**src/rtl/core_pkg.sv**
```systemverilog
// Shared core constants: xmem geometry, inst[] bit positions for the xmem strobes,
// and the xmem loader state encoding.
package core_pkg;

  localparam int XMEM_AW        = 11;
  localparam int XMEM_WORD_BW   = 32;
  localparam int INST_CEN_XMEM  = 19;
  localparam int INST_WEN_XMEM  = 18;
  localparam int INST_A_XMEM_HI = 17;
  localparam int INST_A_XMEM_LO = 7;

  typedef enum logic [1:0] {
    LD_IDLE = 2'd0,
    LD_LOAD = 2'd1,
    LD_DONE = 2'd2
  } ld_state_t;

endpackage

```
**src/rtl/xmem_addr_gen.sv**
```systemverilog
// xmem loader address/count generator: loads base on start, increments with wrap per write.
// Latency: addr/cnt update on the edge after step; term is combinational from cnt.
// Backpressure: none; advances only when step is asserted.
module xmem_addr_gen #(
  parameter int addr_bw = 11
) (
  input  logic               clk,
  input  logic               reset,
  input  logic               load,
  input  logic               step,
  input  logic [addr_bw-1:0] base,
  input  logic [addr_bw:0]   length,
  output logic [addr_bw-1:0] addr,
  output logic [addr_bw:0]   cnt,
  output logic               term
);

  logic [addr_bw:0] len_q;

  always_ff @(posedge clk) begin
    if (reset) begin
      addr  <= '0;
      cnt   <= '0;
      len_q <= '0;
    end else if (load) begin
      addr  <= base;
      cnt   <= '0;
      len_q <= length;
    end else if (step) begin
      // Address width is exactly log2(depth), so natural overflow is the wrap.
      addr <= addr + addr_bw'(1);
      cnt  <= cnt + (addr_bw + 1)'(1);
    end
  end

  // High while the next accepted word is the final one of the requested length.
  assign term = ((cnt + (addr_bw + 1)'(1)) == len_q);

endmodule

```
**src/rtl/xmem_loader.sv**
```systemverilog
// Streams a valid/ready word burst into xmem as registered CEN/WEN/A/D strobes (XMEM_LOADER_CHKSUM_EN adds chksum).
// Latency: one cycle from accept to write strobe; done pulses the cycle after the final accept.
// Backpressure: in_ready only in LOAD and low while hold requests xmem for the core.
module xmem_loader
  import core_pkg::*;
#(
  parameter int bw      = 4,
  parameter int row     = 8,
  parameter int addr_bw = XMEM_AW
) (
  input  logic                clk,
  input  logic                reset,
  input  logic                start,
  input  logic [addr_bw-1:0]  base_addr,
  input  logic [addr_bw:0]    length,
  input  logic                hold,
  input  logic                in_valid,
  output logic                in_ready,
  input  logic [bw*row-1:0]   in_data,
  input  logic                in_last,
  output logic                CEN_xmem,
  output logic                WEN_xmem,
  output logic [addr_bw-1:0]  A_xmem,
  output logic [bw*row-1:0]   D_xmem,
  output logic                busy,
  output logic                done,
  output logic                short_err
`ifdef XMEM_LOADER_CHKSUM_EN
  ,
  output logic [bw*row-1:0]   chksum
`endif
);

  ld_state_t          state, state_nxt;
  logic               start_ok;
  logic               accept;
  logic [addr_bw-1:0] addr;
  logic [addr_bw:0]   cnt;
  logic               term;

  assign start_ok = start & (state == LD_IDLE);
  assign in_ready = (state == LD_LOAD) & ~hold;
  assign accept   = in_valid & in_ready;
  assign busy     = (state != LD_IDLE);
  assign done     = (state == LD_DONE);

  xmem_addr_gen #(.addr_bw(addr_bw)) u_addr_gen (
    .clk    (clk),
    .reset  (reset),
    .load   (start_ok),
    .step   (accept),
    .base   (base_addr),
    .length (length),
    .addr   (addr),
    .cnt    (cnt),
    .term   (term)
  );

  always_ff @(posedge clk) begin
    if (reset) state <= LD_IDLE;
    else       state <= state_nxt;
  end

  always_comb begin
    state_nxt = state;
    case (state)
      LD_IDLE: if (start) state_nxt = (length == '0) ? LD_DONE : LD_LOAD;
      LD_LOAD: if (accept && (term || in_last)) state_nxt = LD_DONE;
      LD_DONE: state_nxt = LD_IDLE;
      default: state_nxt = LD_IDLE;
    endcase
  end

  // Strobes are registered; A/D keep their last value between writes.
  always_ff @(posedge clk) begin
    if (reset) begin
      CEN_xmem <= 1'b1;
      WEN_xmem <= 1'b1;
      A_xmem   <= '0;
      D_xmem   <= '0;
    end else begin
      CEN_xmem <= ~accept;
      WEN_xmem <= ~accept;
      if (accept) begin
        A_xmem <= addr;
        D_xmem <= in_data;
      end
    end
  end

  always_ff @(posedge clk) begin
    if (reset)                            short_err <= 1'b0;
    else if (start_ok)                    short_err <= 1'b0;
    else if (accept && in_last && !term)  short_err <= 1'b1;
  end

`ifdef XMEM_LOADER_CHKSUM_EN
  always_ff @(posedge clk) begin
    if (reset)         chksum <= '0;
    else if (start_ok) chksum <= '0;
    else if (accept)   chksum <= chksum ^ in_data;
  end
`endif

  logic unused_cnt;
  assign unused_cnt = ^cnt;

endmodule

```
**config.mk**
```make
export PLATFORM = sky130hd
export DESIGN_NAME = xmem_loader
export DESIGN_NICKNAME = d
export VERILOG_FILES = /design/src/rtl/core_pkg.sv /design/src/rtl/xmem_addr_gen.sv /design/src/rtl/xmem_loader.sv
export SDC_FILE = /design/constraint.sdc
export NUM_CORES = 1
export LEC_CHECK = 0
export ABC_AREA = 0
export BUFFER_PORTS_ARGS = -buffer_cell sky130_fd_sc_hd__buf_2
export CORE_ASPECT_RATIO = 1.5
export CORE_UTILIZATION = 55
export DETAILED_ROUTE_END_ITERATION = 6
export GPL_ROUTABILITY_DRIVEN = 0
export PLACE_DENSITY = 0.91
export SLEW_MARGIN = 5
export SYNTH_ARGS = -nofsm -noshare
export SYNTH_HDL_FRONTEND = slang
export SYNTH_SLANG_ARGS = --single-unit
export TNS_END_PERCENT = 20
```
**constraint.sdc**
```tcl
create_clock -name clk -period 3.6 [get_ports clk]
set_input_delay 0.72 -clock clk [delete_from_list [all_inputs] [get_ports clk]]
set_output_delay 0.72 -clock clk [all_outputs]
set_load 0.1 [all_outputs]
```
==> results <==
- The flow ran to the end, and the final reports show no timing, DRC or antenna violations.
- The number of pins with negative max-slew slack in the final report came to 0.
- 110 I/O pins were placed.
- The worst pin sits at a relative slew slack of 60.0%.
- The number of buffers inserted to repair setup after CTS is 0.
- Summed over all instances, the cell type with the most area after synthesis is sky130_fd_sc_hd__dfxtp_1.
- The die covers 6860 um^2.
- The clock tree synthesis step divided the H-tree into 3 levels.
- Dividing the detail-routed via count by the number of cells gives 5.67.
- The repair_antennas step left the layout with diodes totalling 0.
- For this configuration, the core starts out at a cell density of 57.7%.
- In this run, CTS created clock tree buffers numbering 9.
- Setup repair after global routing left no endpoint under its margin.
- Yosys printed 0 warnings.
- The sum of overflow across all layers after global routing is 0.
- Across all setup checks in the final design, the least slack found is 1250 ps.
- The number of nets still failing antenna checks after routing is 0.
- The cell type of the slowest stage on the worst timing path is sky130_fd_sc_hd__dfxtp_1.
- The clock drives 82 sinks.
- The endpoint class of the critical path is a register.
- Static timing analysis puts the maximum clock frequency at 426 MHz.
- After synthesis the cells add up to 3590 um^2.
- The maximum single-stage delay on the critical path is 450 ps.
- The most instantiated flip-flop cell in the synthesis netlist is sky130_fd_sc_hd__dfxtp_1.
- The total placed instance area is 4150 um^2.
- The number of DRC markers after the initial detailed-route iteration is 297.
- The floorplan step set the die width to 68.0 um.
- The quantity of gates resized following cts is 0.
- The TritonCTS clock tree is done.
- The sequential fraction of the synthesis area is 45.7%.
- The post-route clock skew is 8.45 ps.
- The final critical delay including setup and external delays is 2350 ps.
- The commonest cells after synthesis are 124 x sky130_fd_sc_hd__nand2_1, 82 x sky130_fd_sc_hd__dfxtp_1, 63 x sky130_fd_sc_hd__a21oi_1.
- The most frequently used cell type in the post-synthesis netlist is sky130_fd_sc_hd__nand2_1.
- The clock reaches the later pin of the worst-skew pair after 350 ps.
- The number of hold buffers added after CTS was 0.
- The via count of the first global-routing pass came to 3,332.
- After synthesis, the share of flip-flops with an asynchronous set or reset is 0%.
- Prior to clock tree synthesis, the placed netlist has a worst setup slack of 1260 ps.
- The core area is 6220 um^2.
- The total power divided by cell area is 431 nW/um^2.
- The number of enable-type register cells in the synthesized netlist is 0.
- The count of endpoints failing hold in the final timing report was 0.
- The nature of the critical path startpoint is a register.
- The biggest fanout along the worst timing path is 9.
- At the worst endpoint, the arrival time is 2570 ps.
- The routed length per instance is 14.2 um.
- The worst-case hold slack is 455 ps.
- After detailed routing, the number of remaining DRC violations is 0.
- The number of antenna violations at the first check in global routing is 0.
- After floorplanning, the core was divided into 35 placement rows.
- The fraction of layout cells with a size suffix above 1 is 25.2%.
- The number of optimization iterations in the first detailed-route pass is 5.
- The die is 101 um tall.
- Yosys attributes the largest share of cell area to sky130_fd_sc_hd__dfxtp_1 46%, sky130_fd_sc_hd__nand2_1 13%, sky130_fd_sc_hd__a21oi_1 8.8%.
- Setup violations remaining at the end of the flow were counted as 0.
- In this run the deepest clock path goes through 2 buffers.
- The distinct cell type count of the synthesized netlist is 42.
- The buffer cell driving the clock tree root is sky130_fd_sc_hd__clkbuf_8.
- In this run, synthesis produced a sequential element count of 82.
- The number of instances in the synthesized netlist is 459.
- The net count reported at finish is 614.
- Entering global routing, the biggest net connects 59 pins.
- The count of buffers inserted at the top-level ports is 109.
- The transition time at the pin with the least slew margin is 600 ps.
- Clock-pin slew was measured on the worst setup and hold paths at 90 ps.
- The share of the clock period used by the worst path after layout is 65.2%.
- VDD sags by at most 0.336 mV.
- The critical path in this run is classified as register to register.
- Compared with the post-synthesis result, the final layout area differs by 20.6%.
- For this design the static power due to leakage is 1.76 nW.
- The average instance area after synthesis is 7.82 um^2.
- At the worst endpoint, the required time is 3820 ps.
- Detailed routing inserted a total of 3,571 vias.
- The min-delay analysis places its worst path in the category register to register.
- The first global-routing pass estimated 14,600 um of wire.
- The signal on the critical path passes through ha_1 -> nand3_1 -> or3_2 -> a32oi_1 -> nand4_1 -> o41ai_1 -> a21oi_1.
- The HPWL after detailed placement is 6400 um.
- For the final routed database, the setup TNS stands at 0 ps.
- The tool flagged a number of max-cap violations equal to 0.
- The design area is 4330 um^2.
- The synthesized netlist net count is 522.
- The portion of synthesized cell area occupied by the leading cell type is 45.7%.
- The routed design has 8940 um of wire.
- Global routing used 28.0% of the available tracks.
==> routing by layer <==
layer / vias to the layer above / global-route usage [%] / wire length [um] / part of all wire, %
met3: 30 / 6.33 / 499 / 5.6
li1: 1742 / - / - / -
met2: 144 / 46.5 / 4590 / 51
met4: 0 / 15.2 / 342 / 3.8
met1: 1655 / 32.1 / 3510 / 39
met5: - / 0 / 0 / 0
==> through the flow <==
step | util, % | power (mW) | std cells
global route | 69.6 | 1.95 | 630
floorplan | - | 1.18 | 459
CTS | 69.6 | 1.88 | 630
global placement | 66.7 | 1.25 | 614
finish | 69.6 | 1.87 | 630
detailed placement | 66.7 | 1.26 | 614
==> kinds of logic after synthesis <==
| group | share of synthesized area [%] |
|---|---|
| AOI/OAI and AO/OA | 16.0 |
| xor gates and xnor gates | 6.59 |
| adders and majority gates | 0.697 |
| buffers and inverters | 4.46 |
| DFF | 45.7 |
| and+or+nand+nor | 26.5 |
==> power breakdown <==
part           internal (mW)  switching (mW)
sequential             0.939          0.0292
combinational         0.0778           0.198
clock                  0.263           0.360
total                   1.28           0.587
==> critical path: cells and delay by family (launching register included) <==
kind,cells,cell delay (ps)
fa+ha+maj,1,360
compound gates,3,700
simple gates,3,700
flops,1,450
==> layout make-up <==
cell class	instances	area (um^2)
Clock inverter	7	58.8
Sequential cell	82	1640
Timing Repair Buffer	115	591
Inverter	4	15.0
Fill cell	473	1890
Multi-Input combinational cell	339	1810
Clock buffer	9	124
Tap cell	74	92.6
==> cell usage in the layout (no fill, tap or decap), drive strengths merged, types with 6 or more instances in the layout <==
master and n:
a211oi 8, a21oi 63, buf 115, clkbuf 9, dfxtp 82, inv 8
nand2 124, nand3 16, nand4 7, nor2 25, o21ai 12, or3 6
xnor2 14, xor2 13
==> flip-flops by register name, indices dropped and copies added (netlist names) <==
signal            flops
short_err             1
u_addr_gen.addr      11
A_xmem               11
state                 2
D_xmem               32
u_addr_gen.cnt       12
u_addr_gen.len_q     12
WEN_xmem              1
==> final timing paths <==
kind,endpoint,cells after the start,startpoint,slack (ps)
worst max-delay path,short_err,7,u_addr_gen.cnt[0],1250
worst min-delay path,D_xmem[2],2,D_xmem[2],460
worst max register to register,short_err,7,u_addr_gen.cnt[0],1250
worst min register to register,D_xmem[2],2,D_xmem[2],460
Note: power is estimated with default switching activity, not from simulation.
